### src/rtl/priv_pkg.sv
// Shared constants for the machine-mode CSR file and interrupt arbiter:
// CSR addresses, cause codes, pend vector layout, mstatus bits and FSM states.
package priv_pkg;

    localparam logic [11:0] CSR_MSTATUS  = 12'h300;
    localparam logic [11:0] CSR_MISA     = 12'h301;
    localparam logic [11:0] CSR_MIE      = 12'h304;
    localparam logic [11:0] CSR_MTVEC    = 12'h305;
    localparam logic [11:0] CSR_MSCRATCH = 12'h340;
    localparam logic [11:0] CSR_MEPC     = 12'h341;
    localparam logic [11:0] CSR_MCAUSE   = 12'h342;
    localparam logic [11:0] CSR_MTVAL    = 12'h343;
    localparam logic [11:0] CSR_MIP      = 12'h344;

    localparam logic [31:0] MISA_VALUE   = 32'h4000_0100;
    localparam logic [31:0] MSTATUS_MPP  = 32'h0000_1800;

    localparam int unsigned MSTATUS_MIE_BIT  = 3;
    localparam int unsigned MSTATUS_MPIE_BIT = 7;

    localparam logic [4:0] CAUSE_MSI        = 5'd3;
    localparam logic [4:0] CAUSE_MTI        = 5'd7;
    localparam logic [4:0] CAUSE_MEI        = 5'd11;
    localparam logic [4:0] CAUSE_LOCAL_BASE = 5'd16;

    // Bit positions inside the compact pend vector {lip, eip, tip, sip}
    localparam int unsigned PEND_MSI   = 0;
    localparam int unsigned PEND_MTI   = 1;
    localparam int unsigned PEND_MEI   = 2;
    localparam int unsigned PEND_LOCAL = 3;

    typedef enum logic [1:0] {
        IDLE  = 2'd0,
        ISSUE = 2'd1,
        WAIT  = 2'd2,
        COOL  = 2'd3
    } irq_state_e;

    // Writable mie bits: MSIE, MTIE, MEIE and one bit per local line from 16
    function automatic logic [31:0] mie_mask(input int unsigned n_local);
        return 32'h0000_0888 | (32'((64'(1) << n_local) - 64'(1)) << 16);
    endfunction

endpackage

### src/rtl/priv_irq_unit_if.sv
// CPU-side bundle: CSR access port plus trap entry/exit and interrupt handshake.
interface priv_irq_unit_if;
    logic [11:0] a;
    logic [31:0] d;
    logic        we;
    logic [31:0] spo;
    logic        on_exc_enter;
    logic        on_exc_isint;
    logic [31:0] pc_in;
    logic [3:0]  mcause_code_in;
    logic [31:0] mtval_in;
    logic [31:0] trap_vector_out;
    logic        on_exc_leave;
    logic [31:0] mepc_out;
    logic        interrupt;
    logic        int_reply;

    modport master (
        output a, d, we, on_exc_enter, on_exc_isint, pc_in, mcause_code_in,
               mtval_in, on_exc_leave, int_reply,
        input  spo, trap_vector_out, mepc_out, interrupt
    );

    modport slave (
        input  a, d, we, on_exc_enter, on_exc_isint, pc_in, mcause_code_in,
               mtval_in, on_exc_leave, int_reply,
        output spo, trap_vector_out, mepc_out, interrupt
    );
endinterface

### src/rtl/priv_irq_unit_prio_enc.sv
// Fixed-priority encoder over the compact pend vector:
// MEI, then MSI, then MTI, then local lines in ascending index.
module irq_prio_enc
    import priv_pkg::*;
#(
    parameter  int unsigned N_LOCAL = 4,
    localparam int unsigned PEND_W  = N_LOCAL + 3
) (
    input  logic [PEND_W-1:0] pend,
    output logic              valid,
    output logic [4:0]        cause_id
);

    // Later assignments override earlier ones, so the highest priority goes last
    always_comb begin
        valid    = |pend;
        cause_id = '0;
        for (int i = int'(N_LOCAL) - 1; i >= 0; i--) begin
            if (pend[PEND_LOCAL + i]) cause_id = CAUSE_LOCAL_BASE + 5'(i);
        end
        if (pend[PEND_MTI]) cause_id = CAUSE_MTI;
        if (pend[PEND_MSI]) cause_id = CAUSE_MSI;
        if (pend[PEND_MEI]) cause_id = CAUSE_MEI;
    end

endmodule

### src/rtl/priv_irq_unit.sv
// M-mode trap CSR file with N_LOCAL extra interrupt lines and a fixed-priority
// interrupt issue FSM. Define VECTORED_MTVEC_EN to enable vectored mtvec mode.
module priv_irq_unit
    import priv_pkg::*;
#(
    parameter  int unsigned N_LOCAL     = 4,
    parameter  logic [31:0] RESET_MTVEC = 32'h0,
    localparam int unsigned LIP_W       = (N_LOCAL > 0) ? N_LOCAL : 1,
    localparam int unsigned PEND_W      = N_LOCAL + 3
) (
    input  logic              clk,
    input  logic              rst,
    priv_irq_unit_if.slave    cpu,
    input  logic              eip,
    output logic              eip_reply,
    input  logic              tip,
    input  logic              sip,
    input  logic [LIP_W-1:0]  lip
);

    localparam logic [31:0] MIE_MASK   = mie_mask(N_LOCAL);
    localparam logic [31:0] MTVEC_INIT = {RESET_MTVEC[31:2], 2'b00};

    logic              mstatus_mie_q, mstatus_mie_d;
    logic              mstatus_mpie_q, mstatus_mpie_d;
    logic [31:0]       mie_q, mie_d;
    logic [31:0]       mtvec_q, mtvec_d;
    logic [31:0]       mscratch_q, mscratch_d;
    logic [31:0]       mepc_q, mepc_d;
    logic [31:0]       mcause_q, mcause_d;
    logic [31:0]       mtval_q, mtval_d;
    logic [31:0]       mepc_out_q, mepc_out_d;
    logic [31:0]       trap_vector_q, trap_vector_d;
    logic [PEND_W-1:0] pend_q, pend_d;
    logic              reply_q, reply_d;
    irq_state_e        state_q, state_d;
    logic [4:0]        cause_q, cause_d;
    logic              interrupt_q, interrupt_d;
    logic              eip_reply_q, eip_reply_d;
    logic [31:0]       mip_c;
    logic [31:0]       rdata_c;
    logic              win_valid_c;
    logic [4:0]        win_cause_c;
    logic              unused_pc_lsb;

    assign unused_pc_lsb = ^cpu.pc_in[1:0];

    irq_prio_enc #(.N_LOCAL(N_LOCAL)) u_prio_enc (
        .pend     (pend_q),
        .valid    (win_valid_c),
        .cause_id (win_cause_c)
    );

    // Live mip view and the enabled-pending vector registered for arbitration
    always_comb begin
        mip_c    = '0;
        mip_c[3]  = sip;
        mip_c[7]  = tip;
        mip_c[11] = eip;
        pend_d   = '0;
        pend_d[PEND_MSI] = sip & mie_q[3];
        pend_d[PEND_MTI] = tip & mie_q[7];
        pend_d[PEND_MEI] = eip & mie_q[11];
        for (int i = 0; i < int'(N_LOCAL); i++) begin
            mip_c[16 + i]          = lip[i];
            pend_d[PEND_LOCAL + i] = lip[i] & mie_q[16 + i];
        end
    end

    // CSR read port
    always_comb begin
        rdata_c = '0;
        case (cpu.a)
            CSR_MSTATUS: begin
                rdata_c                   = MSTATUS_MPP;
                rdata_c[MSTATUS_MIE_BIT]  = mstatus_mie_q;
                rdata_c[MSTATUS_MPIE_BIT] = mstatus_mpie_q;
            end
            CSR_MISA:     rdata_c = MISA_VALUE;
            CSR_MIE:      rdata_c = mie_q;
            CSR_MTVEC:    rdata_c = mtvec_q;
            CSR_MSCRATCH: rdata_c = mscratch_q;
            CSR_MEPC:     rdata_c = mepc_q;
            CSR_MCAUSE:   rdata_c = mcause_q;
            CSR_MTVAL:    rdata_c = mtval_q;
            CSR_MIP:      rdata_c = mip_c;
            default:      rdata_c = '0;
        endcase
    end

    // CSR updates: trap entry beats mret, which beats a software write
    always_comb begin
        mstatus_mie_d  = mstatus_mie_q;
        mstatus_mpie_d = mstatus_mpie_q;
        mie_d          = mie_q;
        mtvec_d        = mtvec_q;
        mscratch_d     = mscratch_q;
        mepc_d         = mepc_q;
        mcause_d       = mcause_q;
        mtval_d        = mtval_q;
        if (cpu.on_exc_enter) begin
            mstatus_mpie_d = mstatus_mie_q;
            mstatus_mie_d  = 1'b0;
            mepc_d         = {cpu.pc_in[31:2], 2'b00};
            if (cpu.on_exc_isint) begin
                mcause_d = {1'b1, 26'b0, cause_q};
                mtval_d  = '0;
            end else begin
                mcause_d = {1'b0, 27'b0, cpu.mcause_code_in};
                mtval_d  = cpu.mtval_in;
            end
        end else if (cpu.on_exc_leave) begin
            mstatus_mie_d  = mstatus_mpie_q;
            mstatus_mpie_d = 1'b1;
        end else if (cpu.we) begin
            case (cpu.a)
                CSR_MSTATUS: begin
                    mstatus_mie_d  = cpu.d[MSTATUS_MIE_BIT];
                    mstatus_mpie_d = cpu.d[MSTATUS_MPIE_BIT];
                end
                CSR_MIE: mie_d = cpu.d & MIE_MASK;
                CSR_MTVEC: begin
`ifdef VECTORED_MTVEC_EN
                    mtvec_d[31:2] = cpu.d[31:2];
                    if (!cpu.d[1]) mtvec_d[1:0] = cpu.d[1:0];
`else
                    mtvec_d = {cpu.d[31:2], 2'b00};
`endif
                end
                CSR_MSCRATCH: mscratch_d = cpu.d;
                CSR_MEPC:     mepc_d     = {cpu.d[31:2], 2'b00};
                CSR_MCAUSE:   mcause_d   = cpu.d;
                CSR_MTVAL:    mtval_d    = cpu.d;
                default:      ;
            endcase
        end
    end

    // Registered views; the vectored offset applies only while an interrupt is in flight
    always_comb begin
        mepc_out_d    = mepc_q;
        trap_vector_d = {mtvec_q[31:2], 2'b00};
`ifdef VECTORED_MTVEC_EN
        if (mtvec_q[1:0] == 2'b01 && (state_q == ISSUE || state_q == WAIT)) begin
            trap_vector_d = {mtvec_q[31:2], 2'b00} + 32'({cause_q, 2'b00});
        end
`endif
    end

    // Interrupt issue FSM: winner frozen on leaving IDLE, COOL lets the MIE clear land
    always_comb begin
        state_d     = state_q;
        cause_d     = cause_q;
        interrupt_d = interrupt_q;
        eip_reply_d = 1'b0;
        reply_d     = cpu.int_reply;
        case (state_q)
            IDLE: begin
                if (mstatus_mie_q && win_valid_c) begin
                    cause_d = win_cause_c;
                    state_d = ISSUE;
                end
            end
            ISSUE: begin
                interrupt_d = 1'b1;
                eip_reply_d = (cause_q == CAUSE_MEI);
                state_d     = WAIT;
            end
            WAIT: begin
                if (reply_q) begin
                    interrupt_d = 1'b0;
                    state_d     = COOL;
                end
            end
            COOL:    state_d = IDLE;
            default: state_d = IDLE;
        endcase
    end

    always_ff @(posedge clk) begin
        if (rst) begin
            mstatus_mie_q  <= 1'b0;
            mstatus_mpie_q <= 1'b0;
            mie_q          <= '0;
            mtvec_q        <= MTVEC_INIT;
            mscratch_q     <= '0;
            mepc_q         <= '0;
            mcause_q       <= '0;
            mtval_q        <= '0;
            mepc_out_q     <= '0;
            trap_vector_q  <= MTVEC_INIT;
            pend_q         <= '0;
            reply_q        <= 1'b0;
            state_q        <= IDLE;
            cause_q        <= '0;
            interrupt_q    <= 1'b0;
            eip_reply_q    <= 1'b0;
        end else begin
            mstatus_mie_q  <= mstatus_mie_d;
            mstatus_mpie_q <= mstatus_mpie_d;
            mie_q          <= mie_d;
            mtvec_q        <= mtvec_d;
            mscratch_q     <= mscratch_d;
            mepc_q         <= mepc_d;
            mcause_q       <= mcause_d;
            mtval_q        <= mtval_d;
            mepc_out_q     <= mepc_out_d;
            trap_vector_q  <= trap_vector_d;
            pend_q         <= pend_d;
            reply_q        <= reply_d;
            state_q        <= state_d;
            cause_q        <= cause_d;
            interrupt_q    <= interrupt_d;
            eip_reply_q    <= eip_reply_d;
        end
    end

    assign cpu.spo             = rdata_c;
    assign cpu.mepc_out        = mepc_out_q;
    assign cpu.trap_vector_out = trap_vector_q;
    assign cpu.interrupt       = interrupt_q;
    assign eip_reply           = eip_reply_q;

endmodule

### src/flat_wrapper.sv
// flat-port wrapper written by rule: the top's interface ports become plain ports
module priv_irq_unit_flat import priv_pkg::*;
#(
    parameter  int unsigned N_LOCAL     = 4,
    parameter  logic [31:0] RESET_MTVEC = 32'h0,
    localparam int unsigned LIP_W       = (N_LOCAL > 0) ? N_LOCAL : 1,
    localparam int unsigned PEND_W      = N_LOCAL + 3
)
  (clk, rst, eip, eip_reply, tip, sip, lip, cpu_a, cpu_d, cpu_we, cpu_on_exc_enter, cpu_on_exc_isint, cpu_pc_in, cpu_mcause_code_in, cpu_mtval_in, cpu_on_exc_leave, cpu_int_reply, cpu_spo, cpu_trap_vector_out, cpu_mepc_out, cpu_interrupt);
  priv_irq_unit_if cpu_i ();
  input  logic clk;
  input  logic rst;
  input  logic eip;
  output logic eip_reply;
  input  logic tip;
  input  logic sip;
  input  logic [LIP_W-1:0] lip;
  input wire logic [$bits(cpu_i.a)-1:0] cpu_a;
  input wire logic [$bits(cpu_i.d)-1:0] cpu_d;
  input wire logic [$bits(cpu_i.we)-1:0] cpu_we;
  input wire logic [$bits(cpu_i.on_exc_enter)-1:0] cpu_on_exc_enter;
  input wire logic [$bits(cpu_i.on_exc_isint)-1:0] cpu_on_exc_isint;
  input wire logic [$bits(cpu_i.pc_in)-1:0] cpu_pc_in;
  input wire logic [$bits(cpu_i.mcause_code_in)-1:0] cpu_mcause_code_in;
  input wire logic [$bits(cpu_i.mtval_in)-1:0] cpu_mtval_in;
  input wire logic [$bits(cpu_i.on_exc_leave)-1:0] cpu_on_exc_leave;
  input wire logic [$bits(cpu_i.int_reply)-1:0] cpu_int_reply;
  output wire logic [$bits(cpu_i.spo)-1:0] cpu_spo;
  output wire logic [$bits(cpu_i.trap_vector_out)-1:0] cpu_trap_vector_out;
  output wire logic [$bits(cpu_i.mepc_out)-1:0] cpu_mepc_out;
  output wire logic [$bits(cpu_i.interrupt)-1:0] cpu_interrupt;
  assign cpu_i.a = cpu_a;
  assign cpu_i.d = cpu_d;
  assign cpu_i.we = cpu_we;
  assign cpu_i.on_exc_enter = cpu_on_exc_enter;
  assign cpu_i.on_exc_isint = cpu_on_exc_isint;
  assign cpu_i.pc_in = cpu_pc_in;
  assign cpu_i.mcause_code_in = cpu_mcause_code_in;
  assign cpu_i.mtval_in = cpu_mtval_in;
  assign cpu_i.on_exc_leave = cpu_on_exc_leave;
  assign cpu_i.int_reply = cpu_int_reply;
  assign cpu_spo = cpu_i.spo;
  assign cpu_trap_vector_out = cpu_i.trap_vector_out;
  assign cpu_mepc_out = cpu_i.mepc_out;
  assign cpu_interrupt = cpu_i.interrupt;
  priv_irq_unit #(.N_LOCAL(N_LOCAL), .RESET_MTVEC(RESET_MTVEC)) u_core (.clk(clk), .rst(rst), .cpu(cpu_i), .eip(eip), .eip_reply(eip_reply), .tip(tip), .sip(sip), .lip(lip));
endmodule
### config.mk
export PLATFORM = sky130hd
export DESIGN_NAME = priv_irq_unit_flat
export DESIGN_NICKNAME = d
export VERILOG_FILES = /design/src/rtl/priv_pkg.sv /design/src/rtl/priv_irq_unit_if.sv /design/src/rtl/priv_irq_unit_prio_enc.sv /design/src/rtl/priv_irq_unit.sv /design/src/flat_wrapper.sv
export SDC_FILE = /design/constraint.sdc
export NUM_CORES = 1
export LEC_CHECK = 0
export BUFFER_PORTS_ARGS = -buffer_cell sky130_fd_sc_hd__buf_2
export CAP_MARGIN = 20
export CORE_MARGIN = 2
export CORE_UTILIZATION = 40
export CTS_BUF_LIST = sky130_fd_sc_hd__clkbuf_2 sky130_fd_sc_hd__clkbuf_4 sky130_fd_sc_hd__clkbuf_8
export DETAILED_ROUTE_END_ITERATION = 10
export MAX_ROUTING_LAYER = met4
export PLACE_DENSITY = 0.6
export SYNTH_ARGS = -nofsm -noshare
export SYNTH_HDL_FRONTEND = slang
export SYNTH_HIERARCHICAL = 1
export SYNTH_SLANG_ARGS = --single-unit
### constraint.sdc
create_clock -name clk -period 7.1 [get_ports clk]
set_input_delay 1.42 -clock clk [delete_from_list [all_inputs] [get_ports clk]]
set_output_delay 1.42 -clock clk [all_outputs]
set_load 0.05 [all_outputs]
==> results of run 1 <==
## worst max-delay path by stage
| stage | start | to | cells after the start |
|---|---|---|---|
| floorplan | cpu_a[11] | cpu_spo[14] | 5 |
| global placement | cpu_a[1] | cpu_spo[26] | 6 |
| detailed placement | cpu_a[1] | cpu_spo[26] | 6 |
| CTS | cpu_a[1] | cpu_spo[26] | 6 |
| global route | cpu_a[1] | cpu_spo[13] | 6 |
| finish | cpu_a[1] | cpu_spo[26] | 6 |
## registers in the layout (all words and copies together) (netlist names), 2 cells and up
| register | cells |
|---|---|
| u_core/pend_q | 7 |
| u_core/cause_q | 5 |
| u_core/cpu.mepc_out | 30 |
| u_core/mepc_out_d | 30 |
| u_core/state_q | 2 |
| u_core/mcause_q | 32 |
| u_core/mie_q | 7 |
| u_core/cpu.trap_vector_out | 30 |
| u_core/mtvec_q | 30 |
| u_core/mscratch_q | 32 |
| u_core/mtval_q | 32 |
## cell usage in the layout, fill, tap and decap left out, drive strengths merged, types with 4 or more instances in the layout
| cell type | Yosys | final |
|---|---|---|
| dfxtp | 242 | 242 |
| buf | 24 | 232 |
| nor2b | 123 | 123 |
| nand2 | 98 | 98 |
| o21ai | 79 | 79 |
| a21oi | 66 | 66 |
| clkbuf | 77 | 64 |
| a221o | 45 | 45 |
| nor3 | 45 | 45 |
| nand2b | 41 | 41 |
| mux2i | 39 | 39 |
| a211oi | 32 | 32 |
| nor2 | 32 | 32 |
| and2 | 31 | 31 |
| a22oi | 14 | 14 |
| a22o | 12 | 12 |
| o2bb2ai | 11 | 11 |
| mux4 | 11 | 11 |
| o22ai | 10 | 10 |
| nor4 | 9 | 9 |
| nand3 | 6 | 6 |
| diode | 0 | 5 |
| clkinv | 0 | 5 |
| inv | 5 | 5 |
| a222oi | 5 | 5 |
| nand4 | 4 | 4 |
| nor3b | 4 | 4 |
| conb | 1 | 4 |
| or4b | 4 | 4 |
| and4 | 4 | 4 |
## per-layer routing
| layer | up-vias | routed length [um] | GRT usage |
|---|---|---|---|
| li1 | 4315 | - | - |
| met5 | - | 0 | - |
| met4 | 0 | 631 | 0.0674 |
| met3 | 51 | 2650 | 0.0556 |
| met1 | 4307 | 15300 | 0.337 |
| met2 | 343 | 15700 | 0.403 |
## where the power goes
part / internal, mW / total (mW) / switching [mW]
clock network: 0.748 / 1.31 / 0.561
registers: 1.40 / 1.42 / 0.0210
logic: 0.101 / 0.276 / 0.175
total: 2.24 / 3.00 / 0.758
## final cells by class
| type | count | share of cell area |
|---|---|---|
| well taps | 330 | 0.0333 |
| repair buffers | 232 | 0.0973 |
| inverters | 5 | 0.00151 |
| diodes | 5 | 0.00101 |
| multi-input cells | 760 | 0.407 |
| flip-flops and latches | 242 | 0.391 |
| clock buffers | 64 | 0.0644 |
| clock inverters | 6 | 0.00444 |
## cells in the mapped netlist (5+ instances only)
master | count | area share
o21ai_0 | 66 | 0.032
nor2_1 | 32 | 0.012
mux4_2 | 11 | 0.024
nand2_1 | 98 | 0.036
inv_1 | 5 | 0.0018
clkbuf_1 | 75 | 0.027
nor3_1 | 43 | 0.021
a222oi_1 | 5 | 0.0049
a221o_1 | 45 | 0.044
o21ai_1 | 13 | 0.0063
o22ai_1 | 10 | 0.0061
nand3_1 | 5 | 0.0024
a22oi_1 | 14 | 0.010
nor4_1 | 5 | 0.0030
a22o_1 | 12 | 0.010
mux2i_1 | 39 | 0.038
buf_2 | 15 | 0.0073
a211oi_1 | 32 | 0.023
buf_4 | 6 | 0.0044
dfxtp_1 | 242 | 0.47
and2_1 | 31 | 0.019
o2bb2ai_1 | 11 | 0.0094
nand2b_1 | 41 | 0.025
nor2b_1 | 123 | 0.075
a21oi_1 | 66 | 0.032
## logic make-up (layout without fill, tap and decap cells)
kind of cell / after synthesis / count (layout) / synth area share
compound gates: 286 / 286 / 0.188
fa+ha+maj: 3 / 3 / 0.00365
buf+inv: 106 / 307 / 0.0437
flops: 242 / 242 / 0.471
mux: 52 / 52 / 0.0643
other cells: 1 / 9 / 0.000365
simple gates: 415 / 415 / 0.229
## per-stage QoR
step,instances,utilization
after detailed placement,1569,0.458
after global routing,1644,0.493
final,1644,0.493
after global placement,1569,0.458
after CTS,1639,0.492
after floorplan,1108,-
## critical path: stages
cell and delay, ps:
buf_2 630, nor2b_1 610, and4_1 960, o2bb2ai_1 190, a221o_1 180, buf_2 270
==> results.yml, run 1 <==
die:
  die_x_um: 164
  dieHeight_um: 164
  ios: 224
  core_area_um2: 25200
  die-area_um2: 27000
  initial_utilization: 0.408
  rows: 58
synthesis:
  ys.flop_type: "dfxtp_1"
  avgSynthCellArea_um2: 9.30
  ys_seq_area_frac: 0.471
  ys_async_sr_fraction: 0
  synth-edff-count: 0
  synthCells: 1105
  ys_ff_latch: 242
  ys_warn_count: 6
  syn_area_um2: 10300
  ys_types: 59
placed_design:
  gp_congestion: 0.820
  place_hpwl_um: 21600
  io_buffers: 217
  place_ws_ps: 1420
  placed_area_um2: 11500
clock_tree:
  cts_htree_levels: 2
  numCtsBuffers: 42
  cts.hold.buffers_added: 0
  clk_latency_ps: 540
  cts_root_buf: "clkbuf_8"
  cts_tree: "yes"
  cts_buffer_depth: 3
  path_clk_slew_ps: 60
  post-cts-setup-buffers: 0
  cts_sinks: 242
  cts_resized: 0
route:
  num_vias: 9016
  drt_wl_total_um: 34300
  drt_pass1_iterations: 7
  avgRoutedWirePerCell_um: 20.8
  drc: 0
  antenna_left: 0
  drtIter0Drc: 742
  via_per_inst: 5.48
sta:
  fin_skew_ps: 21.7
  drv_slew: 0
  tightestPinTransition_ps: 1090
  fin_crit_ps: 5690
  finalWorstSetupSlack_ps: 1410
  setup_viol: 0
  rsz0062_at_grt: "no"
  hold_violations: 0
  hold_ws_ps: 445
  min_period_over_period: 0.802
  slew_headroom: 0.274
  timing.fmax_mhz: 176
  finalSetupTns_ps: 0
pwr:
  ir_drop_mv: 0.136
  p_leak_nw: 5.05
  power_mw: 3.00
  power_density_nw_per_um2: 242
global_route:
  antenna_found_initial: 6
  grt_pass1_wl_um: 51100
  grt_pass1_vias: 8852
  gr-total-overflow: 0
  track_usage: 0.257
  grt_max_degree: 106
cells_and_area:
  regArea_um2: 4840
  drive_gt1_frac: 0.259
  design_area_um2: 12400
  synthToLayoutAreaGrowth_pct: 20.7
  final.fill_count: 2446
  final_nets: 1412
  multi_input_area_um2: 5050
setup_path:
  crit_required_ps: 5680
  cp-end-kind: "output port"
  r2r_start: "u_core/pend_q[3]"
  crit_path_max_fanout: 26
  reg2reg_slack_ps: 5490
  critPathArrivalTime_ps: 4270
  critPathKind: "in2out"
  cp-start-kind: "primary input"
  r2r_cells: 5
  r2r-end: "u_core/cause_q[1]"
flow_run:
  maxCapViolations: 0
outcome:
  outcome: "finished clean"
hold_path:
  hp-start: "u_core/mie_q[7]"
  min_to: "u_core/pend_q[1]"
  hold_depth: 2
  min_path_type: "reg2reg"
Note: power is estimated with default switching activity, not from simulation.
==> run 2, diff against run 1 <==
==> constraint.sdc (replaced) <==
create_clock -name clk -period 5.3 [get_ports clk]
set_input_delay 1.06 -clock clk [delete_from_list [all_inputs] [get_ports clk]]
set_output_delay 1.06 -clock clk [all_outputs]
set_load 0.05 [all_outputs]
==> results.yml, run 2 (synthesized netlist as in run 1, its figures left out) <==
outcome:
  outcome: "finished clean"
pwr:
  p_leak_nw: 5.06
  power_density_nw_per_um2: 318
  ir_drop_mv: 0.219
  power_mw: 3.95
setup_path:
  cp-end-kind: "output port"
  critPathKind: "in2out"
  crit_chain: "buf_2, or4bb_4, nor4_4, buf_4, a221o_1, buf_2"
  critPathSlowestCell: "or4bb_4"
  crit_required_ps: 4240
  crit_path_max_fanout: 13
  reg2reg_slack_ps: 3750
  critPathArrivalTime_ps: 3350
  r2r-end: "u_core/cause_q[3]"
  max_stage_delay_ps: 680
  r2r_cells: 5
  path_common_cell: "buf_2"
  r2r_start: "u_core/pend_q[3]"
  cp-start-kind: "primary input"
cells_and_area:
  final_cell_mix: "242 x dfxtp_1, 215 x buf_2, 121 x nor2b_1"
  final.fill_count: 2452
  reg_top3: "u_core/mcause_q: 32 flops, u_core/mscratch_q: 32 flops, u_core/mtval_q: 32 flops"
  regArea_um2: 4840
  multi_input_area_um2: 5050
  synthToLayoutAreaGrowth_pct: 20.7
  drive_gt1_frac: 0.261
  final_util: 0.493
  final_common_cell: "dfxtp_1"
  final_nets: 1419
die:
  core_area_um2: 25200
  ios: 224
  initial_utilization: 0.408
  die_x_um: 164
  dieHeight_um: 164
  die-area_um2: 27000
  rows: 58
sta:
  drv_slew: 0
  timing.fmax_mhz: 227
  finalSetupTns_ps: 0
  fin_skew_ps: 17.6
  fin_crit_ps: 4410
  setup_viol: 0
  tightestPinTransition_ps: 977
  rsz0062_at_grt: "no"
  min_period_over_period: 0.832
  hold_violations: 0
  slew_headroom: 0.347
hold_path:
  hp-start: "u_core/mie_q[18]"
  hold_depth: 2
  min_to: "u_core/pend_q[5]"
  min_path_type: "reg2reg"
clock_tree:
  cts_buffer_depth: 3
  post-cts-setup-buffers: 0
  cts_resized: 0
  clk_latency_ps: 540
  cts_htree_levels: 2
  path_clk_slew_ps: 60
  cts_tree: "yes"
  cts.hold.buffers_added: 0
  cts_sinks: 242
  cts_root_buf: "clkbuf_8"
  numCtsBuffers: 42
placed_design:
  gp_congestion: 0.807
  place_hpwl_um: 21300
  io_buffers: 217
route:
  num_vias: 9016
  drtIter0Drc: 757
  avgRoutedWirePerCell_um: 20.6
  drc: 0
  drt_wl_total_um: 34000
  via_per_inst: 5.48
  antenna_left: 0
  drt_pass1_iterations: 6
global_route:
  antenna_found_initial: 4
  track_usage: 0.254
  grt_max_degree: 70
  grt_pass1_vias: 8591
  gr-total-overflow: 0
  grt_pass1_wl_um: 50400
flow_run:
  maxCapViolations: 0
[run 2: layout make-up]
cell class / count / share of cell area
Antenna cell: 4 / 0.000807
Clock buffer: 61 / 0.0606
Clock inverter: 5 / 0.00424
Inverter: 5 / 0.00151
Multi-Input combinational cell: 760 / 0.407
Sequential cell: 242 / 0.391
Tap cell: 330 / 0.0333
Timing Repair Buffer: 239 / 0.102
[run 2: power by group]
part / internal [mW] / switching [mW] / leakage [nW] / total, mW
Sequential: 1.87 / 0.0283 / 1.97 / 1.90
Clock: 0.947 / 0.734 / 0.428 / 1.68
Combinational: 0.136 / 0.232 / 2.66 / 0.368
[run 2: worst max-delay path, delay by kind of cell]
| kind | cells | cell delay [ps] |
|---|---|---|
| buf+inv | 3 | 730 |
| compound gates | 1 | 210 |
| simple gates | 2 | 1330 |
[run 2: metal layers]
metal	share of wire	track usage	wire [um]	up-vias
li1	-	-	-	4315
met1	0.44	0.331	14900	4292
met2	0.46	0.400	15800	355
met3	0.077	0.0508	2610	54
met4	0.022	0.0722	755	0
met5	0	-	0	-
[run 2: worst max path at each step]
stage,endpoint,cells past startpoint,from
6_report,cpu_spo[26],6,cpu_a[11]
4_1_cts,cpu_spo[2],7,cpu_a[1]
3_3_place_gp,cpu_spo[26],6,cpu_a[0]
5_1_grt,cpu_spo[21],7,cpu_a[1]
3_5_place_dp,cpu_spo[2],7,cpu_a[1]
2_1_floorplan,cpu_spo[14],5,cpu_a[11]
[run 2: metrics by stage]
step / setup slack [ps] / hold slack, ps / area, um^2 / std cells
after floorplan: 1340 / 419 / 10300 / 1108
after global placement: 906 / 435 / 11600 / 1576
after detailed placement: 886 / 436 / 11600 / 1576
after CTS: 884 / 439 / 12400 / 1642
after global routing: 793 / 453 / 12400 / 1646
final: 892 / 439 / 12400 / 1646
==> run 3, diff against run 2 <==
==> constraint.sdc (replaced) <==
create_clock -name clk -period 4.6 [get_ports clk]
set_input_delay 0.92 -clock clk [delete_from_list [all_inputs] [get_ports clk]]
set_output_delay 0.92 -clock clk [all_outputs]
set_load 0.05 [all_outputs]
==> results.yml, run 3 (synthesized netlist as in run 1, its figures left out) <==
route:
  avgRoutedWirePerCell_um: 20.4
  drt_pass1_iterations: 6
  num_vias: 9102
  drt_wl_total_um: 33900
  via_per_inst: 5.48
  antenna_left: 0
  drc: 0
  drtIter0Drc: 881
outcome:
  outcome: "finished clean"
pwr:
  power_density_nw_per_um2: 368
  ir_drop_mv: 0.233
  p_leak_nw: 5.13
sta:
  hold_ws_ps: 444
  fin_skew_ps: 19.8
  timing.fmax_mhz: 249
  drv_slew: 0
  slew_headroom: 0.291
  fin_crit_ps: 4020
  setup_viol: 0
  hold_violations: 0
  min_period_over_period: 0.873
  finalWorstSetupSlack_ps: 585
  rsz0062_at_grt: "no"
  finalSetupTns_ps: 0
  tightestPinTransition_ps: 1060
die:
  rows: 58
  dieHeight_um: 164
  initial_utilization: 0.408
  die_x_um: 164
  core_area_um2: 25200
  ios: 224
  die-area_um2: 27000
setup_path:
  critPathArrivalTime_ps: 3100
  critPathSlowestCell: "or4bb_4"
  path_common_cell: "buf_2"
  crit_chain: "buf_2, or4bb_4, nor4_4, buf_4, a22oi_1, nand3_1, buf_2"
  crit_required_ps: 3680
  crit_path_max_fanout: 13
  path_buf_inv: 3
  cp-start-kind: "primary input"
  critical-path-top-delay-family: "simple AND/OR/NAND/NOR gates"
  max_stage_delay_ps: 670
  cp-end-kind: "output port"
  critPathKind: "in2out"
clock_tree:
  post-cts-setup-buffers: 0
  clk_latency_ps: 550
  cts_tree: "yes"
  cts_root_buf: "clkbuf_8"
  cts_resized: 0
  cts.hold.buffers_added: 0
  cts_htree_levels: 2
  cts_buffer_depth: 3
  cts_sinks: 242
  path_clk_slew_ps: 50
  numCtsBuffers: 42
global_route:
  grt_max_degree: 71
  grt_pass1_vias: 8858
  gr-total-overflow: 0
  antenna_found_initial: 5
  grt_pass1_wl_um: 50800
  track_usage: 0.255
cells_and_area:
  final.fill_count: 2411
  synthToLayoutAreaGrowth_pct: 22.3
  reg_top3: "u_core/mcause_q: 32 flops, u_core/mscratch_q: 32 flops, u_core/mtval_q: 32 flops"
  final_nets: 1426
  multi_input_area_um2: 5050
  drive_gt1_frac: 0.268
  final_common_cell: "dfxtp_1"
  regArea_um2: 4840
  final_util: 0.499
  final_cell_mix: "242 x dfxtp_1, 213 x buf_2, 121 x nor2b_1"
placed_design:
  gp_congestion: 0.803
  io_buffers: 217
  place_ws_ps: 615
  place_hpwl_um: 22000
flow_run:
  maxCapViolations: 0
hold_path:
  min_path_type: "reg2reg"
-- run 3: metal layers --
metal | track usage | vias to the layer above | share of wire
li1 | - | 4338 | -
met1 | 0.344 | 4385 | 0.46
met2 | 0.388 | 337 | 0.46
met3 | 0.0533 | 42 | 0.071
met4 | 0.0686 | 0 | 0.015
met5 | - | - | 0
-- run 3: area by class of cell --
| class | instances | area share |
|---|---|---|
| well taps | 330 | 0.0329 |
| multi-input cells | 760 | 0.402 |
| inverters | 5 | 0.00149 |
| diodes | 5 | 0.000996 |
| flip-flops and latches | 242 | 0.386 |
| repair buffers | 246 | 0.108 |
| clock buffers | 68 | 0.0670 |
| clock inverters | 4 | 0.00179 |
-- run 3: final timing paths --
kind | from | to | slack, ps | cells past startpoint
setup / recovery | cpu_a[11] | cpu_spo[3] | 580 | 7
hold / removal | u_core/mie_q[18] | u_core/pend_q[5] | 440 | 2
setup reg to reg | u_core/pend_q[3] | u_core/cause_q[3] | 3060 | 5
hold reg to reg | u_core/mie_q[18] | u_core/pend_q[5] | 440 | 2
-- run 3: stage by stage --
stage	cell area, um^2	power [mW]	std cells
floorplan	10300	2.49	1108
global placement	11700	2.65	1583
detailed placement	11700	2.66	1583
CTS	12600	4.66	1655
global route	12600	4.81	1660
finish	12600	4.62	1660
-- run 3: worst min-delay path, stage by stage, from the launching register on --
cell	delay (ps)
dfxtp_1	320
nand2_1	60
nor2_1	30
-- run 3: where the power goes --
part / internal (mW) / total, mW / switching (mW)
clock network: 1.15 / 2.01 / 0.856
logic: 0.160 / 0.431 / 0.270
registers: 2.15 / 2.19 / 0.0324
total: 3.46 / 4.62 / 1.16
